===== src/rtl/axis2vid_pkg.sv =====
// axis2vid_pkg: shared definitions for the AXI-stream to parallel video path.
//   - Handshake FSM state encoding (HUNT, WAIT, RUN).
//   - Timing helpers deriving line/frame totals and sync window bounds
//     from the porch/sync parameters.
//   - RGB565 colour-bar helper used by the optional unlocked test pattern
//     (AXIS2VID_PATTERN_EN).
package axis2vid_pkg;

  localparam int DATA_W = 16;

  localparam logic [1:0] HUNT = 2'd0;
  localparam logic [1:0] WAIT = 2'd1;
  localparam logic [1:0] RUN  = 2'd2;

  function automatic int line_total(input int act, input int fp, input int sync, input int bp);
    return act + fp + sync + bp;
  endfunction

  function automatic int sync_first(input int act, input int fp);
    return act + fp;
  endfunction

  function automatic int sync_last(input int act, input int fp, input int sync);
    return act + fp + sync - 1;
  endfunction

  // Bar index bit 2 -> red, bit 1 -> green, bit 0 -> blue, each at full scale.
  function automatic logic [DATA_W-1:0] bar_rgb565(input logic [2:0] idx);
    return {idx[2] ? 5'h1F : 5'h00, idx[1] ? 6'h3F : 6'h00, idx[0] ? 5'h1F : 5'h00};
  endfunction

endpackage


===== src/rtl/axis2vid_if.sv =====
// axis2vid_if: AXI-stream pixel bus feeding axis2vid.
//   axis_tdata  [15:0] pixel        axis_tvalid  beat valid
//   axis_tready        beat taken   axis_tuser   start of frame
//   axis_tlast         end of line  axis_tkeep   [1:0], carried but unused
// Modports: master = pixel producer, slave = axis2vid.
interface axis2vid_if;
  import axis2vid_pkg::*;

  logic [DATA_W-1:0] axis_tdata;
  logic              axis_tvalid;
  logic              axis_tready;
  logic              axis_tuser;
  logic              axis_tlast;
  logic [1:0]        axis_tkeep;

  modport master (
    output axis_tdata, axis_tvalid, axis_tuser, axis_tlast, axis_tkeep,
    input  axis_tready
  );

  modport slave (
    input  axis_tdata, axis_tvalid, axis_tuser, axis_tlast, axis_tkeep,
    output axis_tready
  );

endinterface


===== src/rtl/axis2vid_timing_gen.sv =====
// vid_timing_gen: free-running raster counters and region decode.
// Ports:
//   vid_clk, reset (async, active-high)
//   h_cnt, v_cnt : current raster position
//   act          : position inside the active picture
//   hs, vs       : position inside the horizontal / vertical sync window
//   sof_pos      : position (0,0), first active pixel of a frame
// All decode outputs are combinational from the counters.
module vid_timing_gen
  import axis2vid_pkg::*;
#(
  parameter int H_ACT   = 1280,
  parameter int H_FP    = 110,
  parameter int H_SYNC  = 40,
  parameter int H_BP    = 220,
  parameter int V_ACT   = 720,
  parameter int V_FP    = 5,
  parameter int V_SYNC  = 5,
  parameter int V_BP    = 20,
  parameter int CNT_WID = 12
) (
  input  logic               vid_clk,
  input  logic               reset,
  output logic [CNT_WID-1:0] h_cnt,
  output logic [CNT_WID-1:0] v_cnt,
  output logic               act,
  output logic               hs,
  output logic               vs,
  output logic               sof_pos
);

  localparam logic [CNT_WID-1:0] H_LAST   = CNT_WID'(line_total(H_ACT, H_FP, H_SYNC, H_BP) - 1);
  localparam logic [CNT_WID-1:0] V_LAST   = CNT_WID'(line_total(V_ACT, V_FP, V_SYNC, V_BP) - 1);
  localparam logic [CNT_WID-1:0] H_ACT_C  = CNT_WID'(H_ACT);
  localparam logic [CNT_WID-1:0] V_ACT_C  = CNT_WID'(V_ACT);
  localparam logic [CNT_WID-1:0] HS_FIRST = CNT_WID'(sync_first(H_ACT, H_FP));
  localparam logic [CNT_WID-1:0] HS_LAST  = CNT_WID'(sync_last(H_ACT, H_FP, H_SYNC));
  localparam logic [CNT_WID-1:0] VS_FIRST = CNT_WID'(sync_first(V_ACT, V_FP));
  localparam logic [CNT_WID-1:0] VS_LAST  = CNT_WID'(sync_last(V_ACT, V_FP, V_SYNC));

  always_ff @(posedge vid_clk or posedge reset) begin
    if (reset) begin
      h_cnt <= '0;
      v_cnt <= '0;
    end else if (h_cnt == H_LAST) begin
      h_cnt <= '0;
      v_cnt <= (v_cnt == V_LAST) ? '0 : v_cnt + 1'b1;
    end else begin
      h_cnt <= h_cnt + 1'b1;
    end
  end

  assign act     = (h_cnt < H_ACT_C) && (v_cnt < V_ACT_C);
  assign hs      = (h_cnt >= HS_FIRST) && (h_cnt <= HS_LAST);
  assign vs      = (v_cnt >= VS_FIRST) && (v_cnt <= VS_LAST);
  assign sof_pos = (h_cnt == '0) && (v_cnt == '0);

endmodule


===== src/rtl/axis2vid.sv =====
// axis2vid: AXI-stream pixel stream (tuser = SOF, tlast = EOL) to parallel
// video (hsync, vsync, de, data) on a single pixel clock.
// Ports:
//   vid_clk, reset           : pixel clock, async active-high reset
//   axis (axis2vid_if.slave) : incoming pixel stream
//   vid_hsync, vid_vsync     : syncs, active level set by SYNC_POL
//   vid_de, vid_data         : data enable and pixel, data 0 when not enabled
//   locked                   : stream aligned to raster (FSM in RUN)
//   err_sof, err_eol         : one-cycle pulses on SOF / EOL misalignment
//   err_uflow                : one-cycle pulse when an active pixel had no data
// Optional: define AXIS2VID_PATTERN_EN to show 8 vertical colour bars while
// unlocked; otherwise the output is blanked while unlocked.
module axis2vid
  import axis2vid_pkg::*;
#(
  parameter int H_ACT    = 1280,
  parameter int H_FP     = 110,
  parameter int H_SYNC   = 40,
  parameter int H_BP     = 220,
  parameter int V_ACT    = 720,
  parameter int V_FP     = 5,
  parameter int V_SYNC   = 5,
  parameter int V_BP     = 20,
  parameter bit SYNC_POL = 1'b1,
  parameter int CNT_WID  = 12
) (
  input  logic              vid_clk,
  input  logic              reset,
  axis2vid_if.slave         axis,
  output logic              vid_hsync,
  output logic              vid_vsync,
  output logic              vid_de,
  output logic [DATA_W-1:0] vid_data,
  output logic              locked,
  output logic              err_sof,
  output logic              err_eol,
  output logic              err_uflow
);

  localparam logic [CNT_WID-1:0] H_EOL = CNT_WID'(H_ACT - 1);

  logic [CNT_WID-1:0] h_cnt_p0;
  logic [CNT_WID-1:0] v_cnt_p0;
  logic               act_p0;
  logic               hs_p0;
  logic               vs_p0;
  logic               sof_pos_p0;

  logic [1:0]         state;
  logic [1:0]         state_nxt;
  logic               tready_p0;
  logic               run_p0;
  logic               accept_p0;
  logic               sof_bad_p0;
  logic               eol_bad_p0;
  logic               idle_de_p0;
  logic [DATA_W-1:0]  idle_data_p0;

  logic               hsync_p1;
  logic               vsync_p1;
  logic               vld_p1;
  logic [DATA_W-1:0]  data_p1;
  logic               err_sof_p1;
  logic               err_eol_p1;
  logic               err_uflow_p1;

  logic               unused_bits;

  vid_timing_gen #(
    .H_ACT   (H_ACT),
    .H_FP    (H_FP),
    .H_SYNC  (H_SYNC),
    .H_BP    (H_BP),
    .V_ACT   (V_ACT),
    .V_FP    (V_FP),
    .V_SYNC  (V_SYNC),
    .V_BP    (V_BP),
    .CNT_WID (CNT_WID)
  ) u_timing (
    .vid_clk (vid_clk),
    .reset   (reset),
    .h_cnt   (h_cnt_p0),
    .v_cnt   (v_cnt_p0),
    .act     (act_p0),
    .hs      (hs_p0),
    .vs      (vs_p0),
    .sof_pos (sof_pos_p0)
  );

  assign unused_bits = ^{axis.axis_tkeep, v_cnt_p0};

  // p0: raster position from the timing generator, handshake decided here.
  // WAIT already behaves as RUN in the (0,0) cycle so the SOF beat is fetched
  // for the first pixel instead of one frame later.
  assign run_p0 = (state == RUN) || ((state == WAIT) && sof_pos_p0);

  always_comb begin
    tready_p0 = 1'b0;
    if (!reset) begin
      case (state)
        HUNT:    tready_p0 = !(axis.axis_tvalid && axis.axis_tuser);
        WAIT:    tready_p0 = sof_pos_p0 && act_p0;
        RUN:     tready_p0 = act_p0;
        default: tready_p0 = 1'b0;
      endcase
    end
  end

  assign axis.axis_tready = tready_p0;
  assign accept_p0        = axis.axis_tvalid && tready_p0;

  // SOF at the frame origin is mandatory; a SOF anywhere before the last
  // pixel of a line means the producer has restarted a frame mid-stream.
  assign sof_bad_p0 = run_p0 && accept_p0 &&
                      (sof_pos_p0 ? !axis.axis_tuser
                                  : (axis.axis_tuser && (h_cnt_p0 < H_EOL)));
  assign eol_bad_p0 = run_p0 && accept_p0 && (axis.axis_tlast != (h_cnt_p0 == H_EOL));

  always_comb begin
    state_nxt = state;
    case (state)
      HUNT:    if (axis.axis_tvalid && axis.axis_tuser) state_nxt = WAIT;
      WAIT:    if (sof_pos_p0) state_nxt = sof_bad_p0 ? HUNT : RUN;
      RUN:     if (sof_bad_p0) state_nxt = HUNT;
      default: state_nxt = HUNT;
    endcase
  end

`ifdef AXIS2VID_PATTERN_EN
  logic [CNT_WID+2:0] bar_q_p0;
  logic               unused_bar_hi;

  assign bar_q_p0      = {h_cnt_p0, 3'b000} / (CNT_WID+3)'(H_ACT);
  assign unused_bar_hi = ^bar_q_p0[CNT_WID+2:3];
  assign idle_de_p0    = act_p0;
  assign idle_data_p0  = act_p0 ? bar_rgb565(bar_q_p0[2:0]) : '0;
`else
  assign idle_de_p0    = 1'b0;
  assign idle_data_p0  = '0;
`endif

  // p1: registered video outputs, one clock behind the raster position.
  always_ff @(posedge vid_clk or posedge reset) begin
    if (reset) begin
      state        <= HUNT;
      hsync_p1     <= ~SYNC_POL;
      vsync_p1     <= ~SYNC_POL;
      vld_p1       <= 1'b0;
      data_p1      <= '0;
      err_sof_p1   <= 1'b0;
      err_eol_p1   <= 1'b0;
      err_uflow_p1 <= 1'b0;
    end else begin
      state        <= state_nxt;
      hsync_p1     <= hs_p0 ? SYNC_POL : ~SYNC_POL;
      vsync_p1     <= vs_p0 ? SYNC_POL : ~SYNC_POL;
      err_sof_p1   <= sof_bad_p0;
      err_eol_p1   <= eol_bad_p0;
      err_uflow_p1 <= run_p0 && act_p0 && !axis.axis_tvalid;
      if (run_p0) begin
        vld_p1  <= act_p0;
        data_p1 <= (act_p0 && axis.axis_tvalid) ? axis.axis_tdata : '0;
      end else begin
        vld_p1  <= idle_de_p0;
        data_p1 <= idle_data_p0;
      end
    end
  end

  assign vid_hsync = hsync_p1;
  assign vid_vsync = vsync_p1;
  assign vid_de    = vld_p1;
  assign vid_data  = data_p1;
  assign locked    = (state == RUN);
  assign err_sof   = err_sof_p1;
  assign err_eol   = err_eol_p1;
  assign err_uflow = err_uflow_p1;

endmodule


===== src/flat_wrapper.sv =====
// flat-port wrapper written by rule: the top's interface ports become plain ports
module axis2vid_flat import axis2vid_pkg::*;
#(
  parameter int H_ACT    = 1280,
  parameter int H_FP     = 110,
  parameter int H_SYNC   = 40,
  parameter int H_BP     = 220,
  parameter int V_ACT    = 720,
  parameter int V_FP     = 5,
  parameter int V_SYNC   = 5,
  parameter int V_BP     = 20,
  parameter bit SYNC_POL = 1'b1,
  parameter int CNT_WID  = 12
)
  (vid_clk, reset, vid_hsync, vid_vsync, vid_de, vid_data, locked, err_sof, err_eol, err_uflow, axis_axis_tdata, axis_axis_tvalid, axis_axis_tuser, axis_axis_tlast, axis_axis_tkeep, axis_axis_tready);
  axis2vid_if axis_i ();
  input  logic vid_clk;
  input  logic reset;
  output logic vid_hsync;
  output logic vid_vsync;
  output logic vid_de;
  output logic [DATA_W-1:0] vid_data;
  output logic locked;
  output logic err_sof;
  output logic err_eol;
  output logic err_uflow;
  input wire logic [$bits(axis_i.axis_tdata)-1:0] axis_axis_tdata;
  input wire logic [$bits(axis_i.axis_tvalid)-1:0] axis_axis_tvalid;
  input wire logic [$bits(axis_i.axis_tuser)-1:0] axis_axis_tuser;
  input wire logic [$bits(axis_i.axis_tlast)-1:0] axis_axis_tlast;
  input wire logic [$bits(axis_i.axis_tkeep)-1:0] axis_axis_tkeep;
  output wire logic [$bits(axis_i.axis_tready)-1:0] axis_axis_tready;
  assign axis_i.axis_tdata = axis_axis_tdata;
  assign axis_i.axis_tvalid = axis_axis_tvalid;
  assign axis_i.axis_tuser = axis_axis_tuser;
  assign axis_i.axis_tlast = axis_axis_tlast;
  assign axis_i.axis_tkeep = axis_axis_tkeep;
  assign axis_axis_tready = axis_i.axis_tready;
  axis2vid #(.H_ACT(H_ACT), .H_FP(H_FP), .H_SYNC(H_SYNC), .H_BP(H_BP), .V_ACT(V_ACT), .V_FP(V_FP), .V_SYNC(V_SYNC), .V_BP(V_BP), .SYNC_POL(SYNC_POL), .CNT_WID(CNT_WID)) u_core (.vid_clk(vid_clk), .reset(reset), .axis(axis_i), .vid_hsync(vid_hsync), .vid_vsync(vid_vsync), .vid_de(vid_de), .vid_data(vid_data), .locked(locked), .err_sof(err_sof), .err_eol(err_eol), .err_uflow(err_uflow));
endmodule

===== config.mk =====
export PLATFORM = sky130hd
export DESIGN_NAME = axis2vid_flat
export DESIGN_NICKNAME = d
export VERILOG_FILES = /design/src/rtl/axis2vid_pkg.sv /design/src/rtl/axis2vid_if.sv /design/src/rtl/axis2vid_timing_gen.sv /design/src/rtl/axis2vid.sv /design/src/flat_wrapper.sv
export SDC_FILE = /design/constraint.sdc
export NUM_CORES = 1
export LEC_CHECK = 0
export CORE_UTILIZATION = 45
export DETAILED_ROUTE_END_ITERATION = 7
export DONT_BUFFER_PORTS = 1
export MAX_ROUTING_LAYER = met4
export PLACE_DENSITY = 0.61
export SLEW_MARGIN = 15
export SYNTH_ARGS = -nofsm -noshare
export SYNTH_HDL_FRONTEND = slang
export SYNTH_SLANG_ARGS = --single-unit

===== constraint.sdc =====
create_clock -name vid_clk -period 6.2 [get_ports vid_clk]
set_clock_uncertainty 0.2 [all_clocks]
set_input_delay 1.55 -clock vid_clk [delete_from_list [all_inputs] [get_ports vid_clk]]
set_output_delay 1.55 -clock vid_clk [all_outputs]
set_load 0.1 [all_outputs]

# [Yosys cells after proc, flatten, opt, wreduce, memory -nomap -nowiden]
# Index checks and enable logic that the tools add are counted.
[word_totals] ff_bits=48 input_bits=23 output_inout_bits=24 elab_cells=66
[op_classes] add_sub_neg=2 magnitude_cmp=7 n_eq_ne=9 muxes=15 n_reduce_logical=23
[ops] operator="$mux W16" n=2
[ops] operator="$add A12 B1 Y12 const B" n=2
[ops] operator="$eq A12 B11 Y1 const B" n=2
[ops] operator="$logic_not A12 Y1" n=2
[ops] operator="$lt A12 B11 Y1 const B" n=2
[ops] operator="$mux W12" n=2
[ops] operator="$logic_and A1 B1 Y1" n=15
[ops] operator="$eq A12 B10 Y1 const B" n=1
[ops] operator="$ge A12 B10 Y1 const B" n=1
[ops] operator="$ge A12 B11 Y1 const B" n=1
[ops] operator="$le A12 B10 Y1 const B" n=1
[ops] operator="$le A12 B11 Y1 const B" n=1
[ops] operator="$lt A12 B10 Y1 const B" n=1
[ops] operator="$mux W2" n=4
[ops] operator="$ne A2 B1 Y1 const B" n=3
[ops] operator="$pmux W2 S3" n=1
[ops] operator="$mux W1" n=5
[ops] operator="$logic_not A1 Y1" n=3
[ops] operator="$pmux W1 S3" n=1
[ops] operator="$reduce_and A3 Y1" n=1
[ops] operator="$eq A2 B1 Y1 const B" n=1
[ops] operator="$eq A2 B2 Y1 const B" n=1
[ops] operator="$logic_not A2 Y1" n=1
[ops] operator="$logic_or A1 B1 Y1" n=1
[ops] operator="$ne A1 B1 Y1" n=1

# [Longest topological paths before layout]
# Gate-level depths: netlist of the first run.
[depth] depth_word=11 ltp_mapped=8 ltp_nobuf=7

# [By module]
# Synthesis of the first run repeated with hierarchy kept, for this count alone.
[unflattened] cells_unflattened=240 hier_area_um2=2379.8
[modules_own_cells] module="vid_timing_gen" n_inst=1 cells_per_inst=169 area_each_um2=1466.4
[modules_own_cells] module="axis2vid" n_inst=1 cells_per_inst=71 area_each_um2=913.4

# [Worst setup path before layout of the first run]
# Ideal clock, no wire load.
[synth_timing] path_type="input port to output port" startpoint="input port axis_axis_tvalid" endpoint="output port axis_axis_tready" arrival_ns=2.662 t_required_ns=4.450 slack_ns=1.788 cell_stages=4 n_path_buf=0 path_cell_list="a211oi_1 inv_1 o21ai_0 and2_1"
[synth_between] elab_chain_len=4
[synth_rtl] item="start, declared" line_no="flat_wrapper.sv:28" text="input wire logic [$bits(axis_i.axis_tvalid)-1:0] axis_axis_tvalid;"
[synth_rtl] item="$logic_and A1 B1 Y1" line_no="axis2vid.sv:101" text="HUNT: tready_p0 = !(axis.axis_tvalid && axis.axis_tuser);"
[synth_rtl] item="$logic_not A1 Y1" line_no="axis2vid.sv:101"
[synth_rtl] item="$pmux W1 S3" line_no="axis2vid.sv:100" text="case (state)"
[synth_rtl] item="$mux W1" line_no="axis2vid.sv:99" text="if (!reset) begin"
[synth_rtl] item="end, declared" line_no="flat_wrapper.sv:32" text="output wire logic [$bits(axis_i.axis_tready)-1:0] axis_axis_tready;"
# No other way between the ends.

# [Final worst setup path of the first run]
[layout_timing] startpoint="register u_core.u_timing.v_cnt[0]" endpoint="output port axis_axis_tready"
[layout_between] elab_chain_len=5
[layout_rtl] item="start, declared" line_no="axis2vid_timing_gen.sv:25" text="output logic [CNT_WID-1:0] v_cnt,"
[layout_rtl] item="start signal, assigned" line_no="axis2vid_timing_gen.sv:47" text="v_cnt <= (v_cnt == V_LAST) ? '0 : v_cnt + 1'b1;"
[layout_rtl] item="$lt A12 B10 Y1 or $logic_not A12 Y1 (tied branches)" line_no="axis2vid_timing_gen.sv:53, axis2vid_timing_gen.sv:56"
[layout_rtl] item="$logic_and A1 B1 Y1, on equally long branches" line_no="axis2vid_timing_gen.sv:53, axis2vid_timing_gen.sv:56"
[layout_rtl] item="$logic_and A1 B1 Y1" line_no="axis2vid.sv:102" text="WAIT: tready_p0 = sof_pos_p0 && act_p0;"
[layout_rtl] item="$pmux W1 S3 (*)" line_no="axis2vid.sv:100"
[layout_rtl] item="$mux W1 (*)" line_no="axis2vid.sv:99"
# Every way passes the cells marked *; elsewhere a longest branch is shown, timed or not.

==> results of run 1 <==
-- layer usage --
layer / vias to the layer above / share of wire (%)
met5: - / 0
met4: 0 / 0.96
met3: 5 / 5.8
met2: 52 / 45
met1: 797 / 49
li1: 832 / -
-- area by class of cell --
| cell class | instances | area [µm²] | share of cell area [%] |
|---|---|---|---|
| inverters | 11 | 41.3 | 1.63 |
| multi-input cells | 170 | 1080 | 42.4 |
| flip-flops and latches | 48 | 1200 | 47.3 |
| well taps | 70 | 87.6 | 3.45 |
| repair buffers | 2 | 15.0 | 0.591 |
| clock inverters | 3 | 47.5 | 1.87 |
| clock buffers | 5 | 68.8 | 2.71 |
-- logic make-up after synthesis --
kind of cell	Yosys count
AND/OR/NAND/NOR	109
flip-flops	48
AO/OA/AOI/OAI	38
buffers and inverters	21
XOR/XNOR	14
adder cells (fa/ha/maj)	8
multiplexers	1
-- placed cells by master, fill, tap and decap left out, drive strengths merged, types with 2 or more instances in the layout --
cell type,synthesis,layout
and3,19,19
or3,3,3
o21ai,17,17
a31oi,5,5
nand4b,2,2
ha,8,8
xnor2,8,8
clkinv,0,2
or4,2,2
a21oi,6,6
xor2,6,6
and4,2,2
dfrtp,48,48
nand2,23,23
nor3,9,9
or2,2,2
nor4,3,3
and2,2,2
nor2,19,19
nand4,5,5
clkbuf,7,5
nor2b,2,2
a211oi,2,2
o31ai,2,2
inv,11,11
buf,3,2
nand3,11,11
-- path summary, 6_finish.rpt --
path                                             end  slack [ns]  depth (start not counted)
setup / recovery                    axis_axis_tready        1.48                          7
hold / removal             u_core.u_timing.v_cnt[11]        0.30                          1
setup reg to reg                 u_core.vid_data[13]        3.52                          7
hold reg to reg            u_core.u_timing.v_cnt[11]        0.30                          1
max in group asynchronous           u_core.vid_hsync        4.05                          1
min in group asynchronous         u_core.vid_data[0]        1.15                          1
-- stage by stage --
stage / std cells / power (W) / util [%] / hold slack (ns)
after CTS: 309 / 0.000586 / 49.7 / 0.299
after detailed placement: 301 / 0.000358 / 47.4 / 0.283
after global placement: 301 / 0.000358 / 47.4 / 0.280
final: 309 / 0.000579 / 49.7 / 0.301
after global routing: 309 / 0.000605 / 49.7 / 0.319
after floorplan: 239 / 0.000353 / - / 0.260
-- worst max-delay path, stage by stage (launching register included) --
cell and delay [ns]:
dfrtp_1 0.45, inv_1 0.10, ha_1 0.16, or3b_2 0.47
nor4_4 0.33, a31oi_2 0.18, o21ai_0 0.19, and2_1 0.79
-- power groups by stage --
stage	Sequential [W]	Combinational (W)	Clock, W
after floorplan	0.000329	0.0000242	0
after global placement	0.000332	0.0000262	0
after CTS	0.000325	0.0000268	0.000234
after detailed placement	0.000332	0.0000267	0
after global routing	0.000327	0.0000291	0.000249
final	0.000325	0.0000260	0.000228
-- flip-flops by register name, summed over array words and instances (netlist names) --
name and count:
u_core.err_uflow 1, u_core.u_timing.v_cnt 12, u_core.err_sof 1, u_core.vid_hsync 1, u_core.state 2, u_core.err_eol 1, u_core.vid_de 1, u_core.vid_vsync 1
u_core.u_timing.h_cnt 12, u_core.vid_data 16
==> results.py, run 1 <==
metrics = {
    "outcome": {
        "outcome": "completed",
    },
    "timing": {
        "setup_viol": 0,
        "hold_viol": 0,
        "finalWorstSetupSlack_ns": 1.48,
        "fmax_mhz": 212,
        "drv_slew": 0,
        "worstMarginPinSlew_ns": 1.16,
        "finalCritPeriodShare_pct": 76.2,
        "setup_tns_ns": 0,
        "rsz0062_at_grt": "false",
        "slew_headroom_pct": 22.5,
        "post-route-min-period_ns": 4.72,
    },
    "synth": {
        "synth.distinct_cells": 45,
        "synth-simple-area-share_pct": 25.2,
        "synth-edff-count": 0,
        "postSynthAreaPerCell_um2": 9.93,
        "synth_ff_type": "dfrtp_1",
        "synth_area_leaders": "dfrtp_1, and3_1, ha_1",
        "synth.most_common_cell": "dfrtp_1",
        "synthXorXnorAreaFrac_pct": 5.17,
        "synth_fa_ha_area_share_pct": 4.22,
        "yosys_warnings": 0,
        "synth_top_family_by_area": "simple AND/OR/NAND/NOR gates",
        "synth_cells": 239,
        "syn_area_um2": 2370,
        "ys_async_sr_fraction_pct": 100,
        "synth-compound-area-share_pct": 10.3,
        "synth.mux.area_fraction_pct": 0.422,
        "ys_seq_area_share_pct": 50.6,
        "synth_top_area_cell": "dfrtp_1",
        "syn_nets": 270,
        "synth_common_cells": "dfrtp_1, nand2_1, and3_1, nor2_1, o21ai_0",
        "ys_seq_elements": 48,
        "synthDominantCellAreaShare_pct": 50.6,
    },
    "route": {
        "num_vias": 1686,
        "drt_iter0_markers": 78,
        "via_per_inst": 5.46,
        "wire_per_inst_um": 14.6,
        "routed_wl_mm": 4.50,
        "drt_first_pass_iters": 4,
        "ant_nets": 0,
        "drc": 0,
    },
    "critical_path": {
        "startpoint": "u_core.u_timing.v_cnt[0]",
        "crit_fanout": 6,
        "worstSetupEndpointType": "output port",
        "critPathKind": "flip-flop to output port",
        "crit_arrival_ns": 2.97,
        "critPathRequiredTime_ns": 4.45,
        "timing.rr.start": "u_core.u_timing.v_cnt[0]",
        "cp-start-kind": "flip-flop",
    },
    "cells_and_area": {
        "final_area_um2": 2540,
        "fin_nets": 269,
        "n_antenna_cell": 0,
        "area_growth_syn_to_layout_pct": 6.96,
        "drive_gt1_share_pct": 8.37,
        "n_fill_cell": 488,
    },
    "pwr": {
        "internal_power_w": 0.000442,
        "ir_worst_vdd_uv": 107,
        "power.share.combinational_pct": 4.5,
        "seq_power_share_pct": 56.2,
        "p_leak_nw": 1.16,
        "swShare_pct": 23.6,
        "power.density_nw_per_um2": 228,
        "p_switching_w": 0.000137,
        "p_clk_share_pct": 39.3,
    },
    "clock_tree": {
        "cts_hold_buf": 0,
        "cts_buffer_depth": 2,
        "ctsResizeCount": 0,
        "cts-root-buf": "clkbuf_8",
        "clock_latency_ns": 0.30,
        "numCtsBuffers": 5,
        "postCtsSetupBuffers": 0,
        "cts_sinks": 48,
        "cts_htree_levels": 2,
        "cts_tree": "built",
        "cts.clk_slew.worst_paths_ns": 0.09,
    },
    "floorplan": {
        "fp.dieH_um": 74.6,
        "die_x_um": 74.6,
        "row_count": 26,
        "initial_utilization_pct": 46.5,
        "ioPinCount": 47,
        "dieArea_um2": 5570,
        "core_area_um2": 5110,
    },
    "place": {
        "place_area_um2": 2420,
        "portBuffers": 0,
        "hpwl_mm": 3.19,
        "pre_cts_ws_ns": 1.74,
        "gp_congestion": 0.818,
    },
    "global_routing": {
        "grt_pass1_vias": 1583,
        "grt.busiest_layer": "met2",
        "grt_pass1_wl_mm": 7.51,
        "antenna_found_initial": 0,
        "grt_max_degree": 49,
        "met1_usage_pct": 23.7,
        "grtUsageMet3_pct": 4.02,
        "gr-total-overflow": 0,
        "grtUsageTotal_pct": 18.0,
        "met2_usage_pct": 28.0,
    },
    "worst_hold_path": {
        "hold_path.class": "flip-flop to flip-flop",
        "hp-start": "u_core.u_timing.v_cnt[11]",
    },
    "job": {
        "maxCapViolations": 0,
    },
}
(Power assumes the default switching activity.)
==> run 2: changes to the inputs <==
--- a/config.mk
+++ b/config.mk
@@ -9,7 +9,7 @@
 export DETAILED_ROUTE_END_ITERATION = 7
 export DONT_BUFFER_PORTS = 1
 export MAX_ROUTING_LAYER = met4
-export PLACE_DENSITY = 0.61
+export PLACE_DENSITY = 0.63
 export SLEW_MARGIN = 15
 export SYNTH_ARGS = -nofsm -noshare
 export SYNTH_HDL_FRONTEND = slang
==> constraint.sdc (replaced) <==
create_clock -name vid_clk -period 3.8 [get_ports vid_clk]
set_clock_uncertainty 0.2 [all_clocks]
set_input_delay 0.95 -clock vid_clk [delete_from_list [all_inputs] [get_ports vid_clk]]
set_output_delay 0.95 -clock vid_clk [all_outputs]
set_load 0.1 [all_outputs]
==> run 2 against run 1 <==
Against the previous run: core utilization increased by 0.64 points; count of clock-buffer cells in the layout unchanged; combinational power increased by 78%; die area unchanged; via count increased by 1.8%; power increased by 64%; worst setup slack got worse by 1.3 ns; final area increased by 1.3%; critical endpoint unchanged.
==> results.py, run 2 (same netlist as run 1, synthesis figures left out) <==
metrics = {
    "pwr": {
        "ir_worst_vdd_uv": 154,
        "p_leak_nw": 1.18,
        "power.density_nw_per_um2": 370,
    },
    "place": {
        "gp_congestion": 0.793,
        "pre_cts_ws_ns": 0.430,
        "hpwl_mm": 3.13,
        "portBuffers": 0,
    },
    "route": {
        "drt_iter0_markers": 131,
        "drc": 0,
        "via_per_inst": 5.48,
        "drt_first_pass_iters": 4,
        "wire_per_inst_um": 14.2,
        "routed_wl_mm": 4.43,
        "num_vias": 1716,
        "ant_nets": 0,
    },
    "floorplan": {
        "dieArea_um2": 5570,
        "ioPinCount": 47,
        "die_x_um": 74.6,
        "row_count": 26,
        "core_area_um2": 5110,
        "fp.dieH_um": 74.6,
        "initial_utilization_pct": 46.5,
    },
    "timing": {
        "post-route-min-period_ns": 3.65,
        "setup_viol": 0,
        "hold_viol": 0,
        "finalCritPeriodShare_pct": 96.1,
        "fmax_mhz": 274,
        "drv_slew": 0,
        "slew_headroom_pct": 35.1,
        "worstMarginPinSlew_ns": 0.973,
        "rsz0062_at_grt": "false",
        "setup_tns_ns": 0,
        "finalWorstSetupSlack_ns": 0.148,
    },
    "clock_tree": {
        "cts_sinks": 48,
        "cts_hold_buf": 0,
        "numCtsBuffers": 5,
        "cts_htree_levels": 2,
        "cts.clk_slew.worst_paths_ns": 0.09,
        "cts-root-buf": "clkbuf_8",
        "clock_latency_ns": 0.30,
        "cts_tree": "built",
        "cts_buffer_depth": 2,
    },
    "critical_path": {
        "crit_arrival_ns": 2.50,
        "cp-start-kind": "flip-flop",
        "worstSetupEndpointType": "output port",
        "critPathRequiredTime_ns": 2.65,
        "critPathKind": "flip-flop to output port",
        "crit_fanout": 6,
    },
    "job": {
        "maxCapViolations": 0,
    },
    "global_routing": {
        "grt_max_degree": 49,
        "grt_pass1_vias": 1623,
        "antenna_found_initial": 0,
        "gr-total-overflow": 0,
        "grt_pass1_wl_mm": 7.49,
        "grtUsageTotal_pct": 18.1,
    },
    "cells_and_area": {
        "layout_commonest_cell": "dfrtp_1",
        "drive_gt1_share_pct": 9.88,
        "area_growth_syn_to_layout_pct": 8.33,
        "largest_reg_flops": 16,
        "layout_common_cells": "dfrtp_1, nand2_1, nor2_1, and3_1, o21ai_0",
        "fin_util_pct": 50.3,
        "fin_nets": 273,
        "n_antenna_cell": 0,
    },
    "worst_hold_path": {
        "hold_path.class": "flip-flop to flip-flop",
    },
    "outcome": {
        "outcome": "completed",
    },
}
==> run 2: cell count changes in the layout (fill, tap and decap cells not counted) <==
cell | previous run | this run
buf_4 | 2 | 5
buf_6 | 0 | 1
clkinv_4 | 2 | 0
clkinvlp_4 | 0 | 1
inv_6 | 0 | 1
==> run 2: routing by layer <==
metal	vias up	GRT usage [%]	wire (µm)
li1	843	-	-
met1	814	22.2	2100
met3	9	3.88	252
met4	0	8.39	76
met5	-	-	0
met2	50	28.4	2000
==> run 2: worst paths after layout <==
kind | from | to | slack (ns) | cells past startpoint
min | u_core.u_timing.v_cnt[11] | u_core.u_timing.v_cnt[11] | 0.30 | 1
max in group asynchronous | reset | u_core.u_timing.h_cnt[7] | 2.25 | 1
max reg2reg | u_core.u_timing.v_cnt[0] | u_core.vid_data[2] | 1.15 | 7
max | u_core.u_timing.v_cnt[0] | axis_axis_tready | 0.15 | 8
min reg2reg | u_core.u_timing.v_cnt[11] | u_core.u_timing.v_cnt[11] | 0.30 | 1
min in group asynchronous | reset | u_core.err_eol | 0.54 | 1
==> run 2: layout make-up <==
class	instances	area (µm²)
multi-input combinational	170	1080
clock buffer	5	68.8
timing repair buffer	6	48.8
fill	481	2540
tap	70	87.6
inverter	11	41.3
clock inverter	3	46.3
sequential	48	1200
==> run 2: critical path: stages (launching register included) <==
cell	delay (ns)
dfrtp_1	0.44
inv_1	0.10
ha_1	0.14
or3b_2	0.47
nor4_4	0.33
a31oi_2	0.17
o21ai_0	0.17
and2_1	0.15
buf_6	0.22
==> run 2: stage by stage <==
step	area (µm²)	power [W]	cells	hold slack, ns
floorplan	2370	0.000576	239	0.260
finish	2570	0.000950	313	0.300
global placement	2440	0.000585	304	0.278
global route	2570	0.000991	313	0.349
CTS	2560	0.000962	312	0.299
detailed placement	2440	0.000586	304	0.285
==> run 2: power breakdown <==
part	internal (W)	leakage, nW	switching (W)	total, W
Clock	0.000198	0.0548	0.000175	0.000374
Combinational	0.0000119	0.475	0.0000342	0.0000462
Sequential	0.000515	0.652	0.0000156	0.000531
==> run 2: what timing repair did <==
item | in CTS | in global routing
endpoints found under the setup margin | 0 | 1
gates resized for setup | 0 | 1
endpoints found under the hold margin | 0 | 0
setup buffers | 0 | 1
==> run 3: changes to the inputs <==
--- a/config.mk
+++ b/config.mk
@@ -8,6 +8,7 @@
 export CORE_UTILIZATION = 45
 export DETAILED_ROUTE_END_ITERATION = 7
 export DONT_BUFFER_PORTS = 1
+export GPL_TIMING_DRIVEN = 0
 export MAX_ROUTING_LAYER = met4
 export PLACE_DENSITY = 0.63
 export SLEW_MARGIN = 15
==> run 3 against run 2 <==
Against the previous run: power is 7.2% higher; count of clock-buffer cells in the layout stayed put; clock power is 18% higher; core utilization is 1.2 points higher; critical path depth is 1 lower; non-clock buffer count is 6 higher; sequential power hardly changed; first-iteration DRC count is 44% lower.
==> results.py, run 3 (same netlist as run 1, synthesis figures left out) <==
metrics = {
    "outcome": {
        "outcome": "completed",
    },
    "timing": {
        "slew_headroom_pct": 26.3,
        "setup_viol": 0,
        "fmax_mhz": 273,
        "worstMarginPinSlew_ns": 1.10,
        "hold_viol": 0,
        "post-route-min-period_ns": 3.67,
        "rsz0062_at_grt": "false",
        "drv_slew": 0,
        "setup_tns_ns": 0,
        "fin_hold_ws_ns": 0.297,
        "finalCritPeriodShare_pct": 96.5,
    },
    "route": {
        "via_per_inst": 5.46,
        "routed_wl_mm": 4.53,
        "ant_nets": 0,
        "drt_first_pass_iters": 4,
        "drc": 0,
        "num_vias": 1743,
        "wire_per_inst_um": 14.2,
        "drt_iter0_markers": 73,
    },
    "floorplan": {
        "ioPinCount": 47,
        "initial_utilization_pct": 46.5,
        "core_area_um2": 5110,
        "dieArea_um2": 5570,
        "die_x_um": 74.6,
        "row_count": 26,
        "fp.dieH_um": 74.6,
    },
    "cells_and_area": {
        "fin_nets": 279,
        "final_cells": 319,
        "layout_common_cells": "dfrtp_1, nand2_1, nor2_1, and3_1, o21ai_0",
        "multiInputGateArea_um2": 1090,
        "fin_util_pct": 51.6,
        "n_antenna_cell": 0,
        "n_fill_cell": 495,
        "seqCellArea_um2": 1200,
        "drive_gt1_share_pct": 10.0,
        "largest_reg_flops": 16,
        "area_growth_syn_to_layout_pct": 11.0,
        "layout_commonest_cell": "dfrtp_1",
    },
    "critical_path": {
        "endpoint": "axis_axis_tready",
        "crit_arrival_ns": 2.52,
        "r2r-end": "u_core.vid_data[7]",
        "timing.rr.start": "u_core.u_timing.v_cnt[0]",
        "startpoint": "u_core.u_timing.v_cnt[0]",
        "cp-start-kind": "flip-flop",
        "rrSetupSlack_ns": 1.18,
        "crit_fanout": 6,
        "critPathRequiredTime_ns": 2.65,
        "r2r_cells": 8,
        "critPathKind": "flip-flop to output port",
        "worstSetupEndpointType": "output port",
    },
    "global_routing": {
        "grt_pass1_wl_mm": 7.40,
        "grtUsageTotal_pct": 17.9,
        "grt_max_degree": 34,
        "gr-total-overflow": 0,
        "antenna_found_initial": 0,
        "grt_pass1_vias": 1667,
    },
    "job": {
        "maxCapViolations": 0,
    },
    "pwr": {
        "ir_worst_vdd_uv": 152,
        "total_power_w": 0.00102,
        "power.density_nw_per_um2": 387,
        "p_leak_nw": 1.21,
    },
    "place": {
        "hpwl_mm": 3.29,
        "dp_cells": 311,
        "gp_congestion": 0.794,
        "portBuffers": 0,
    },
    "clock_tree": {
        "cts_buffer_depth": 2,
        "cts_tree": "built",
        "cts_htree_levels": 2,
        "clock_latency_ns": 0.30,
        "cts_sinks": 48,
        "cts-root-buf": "clkbuf_8",
        "cts.clk_slew.worst_paths_ns": 0.09,
        "numCtsBuffers": 5,
        "postCtsSetupBuffers": 0,
    },
    "worst_hold_path": {
        "hold_path.class": "input port to async pin",
    },
}
-- run 3: cell types whose count changed in the layout (fill, tap and decap cells not counted) --
cell        previous run  this run
and2_1                 2         1
bufinv_16              1         2
buf_4                  5         1
buf_6                  1         2
and2_4                 0         1
buf_2                  0         1
nor4_1                 2         1
nor4_2                 0         1
clkbuf_1               0         7
buf_12                 0         1
clkinvlp_4             1         0
-- run 3: repair_timing --
action / in CTS / in global routing
hold buffers: 0 / 0
gates resized for setup: 2 / 0
setup endpoints to repair: 1 / 0
endpoints found under the hold margin: 0 / 0
-- run 3: routing by layer --
metal,GRT usage (%),vias up,wire length (µm)
met4,6.50,0,63
met3,4.95,6,311
li1,-,852,-
met2,29.0,53,2080
met1,21.4,832,2070
met5,-,-,0
-- run 3: worst max-delay path, cell delays in order (launching register included) --
cell and delay, ns:
dfrtp_1 0.45, inv_1 0.11, ha_1 0.15, or3b_2 0.47, nor4_4 0.32, a31oi_2 0.18, o21ai_0 0.19, and2_4 0.35
-- run 3: area by class of cell --
cell class	instances	area share (%)
buffer	10	2.14
clock buffer	5	2.61
clock inverter	3	2.61
inverter	11	1.57
multi-input combinational	170	41.2
sequential	48	45.6
tap	70	3.32
timing repair buffer	2	0.950
-- run 3: worst min-delay path by stage --
stage	slack, ns	depth (start not counted)	to
5_1_grt	0.31	1	u_core.err_sof
6_report	0.30	1	u_core.err_sof
4_1_cts	0.30	1	u_core.u_timing.v_cnt[11]
3_3_place_gp	0.28	1	u_core.u_timing.v_cnt[11]
2_1_floorplan	0.26	1	u_core.u_timing.v_cnt[11]
3_5_place_dp	0.29	1	u_core.u_timing.v_cnt[11]
-- run 3: where the power goes --
part           leakage (nW)  switching (W)  total [W]  internal (W)
Clock                0.0687       0.000175   0.000440      0.000265
Combinational         0.486      0.0000368  0.0000491     0.0000123
Sequential            0.652      0.0000148   0.000530      0.000515
-- run 3: metrics by stage --
step           area [µm²]  setup slack [ns]
6_report             2640             0.133
5_1_grt              2640            0.0152
4_1_cts              2640             0.117
2_1_floorplan        2370             0.210
3_3_place_gp         2460            0.0381
3_5_place_dp         2490            0.0429
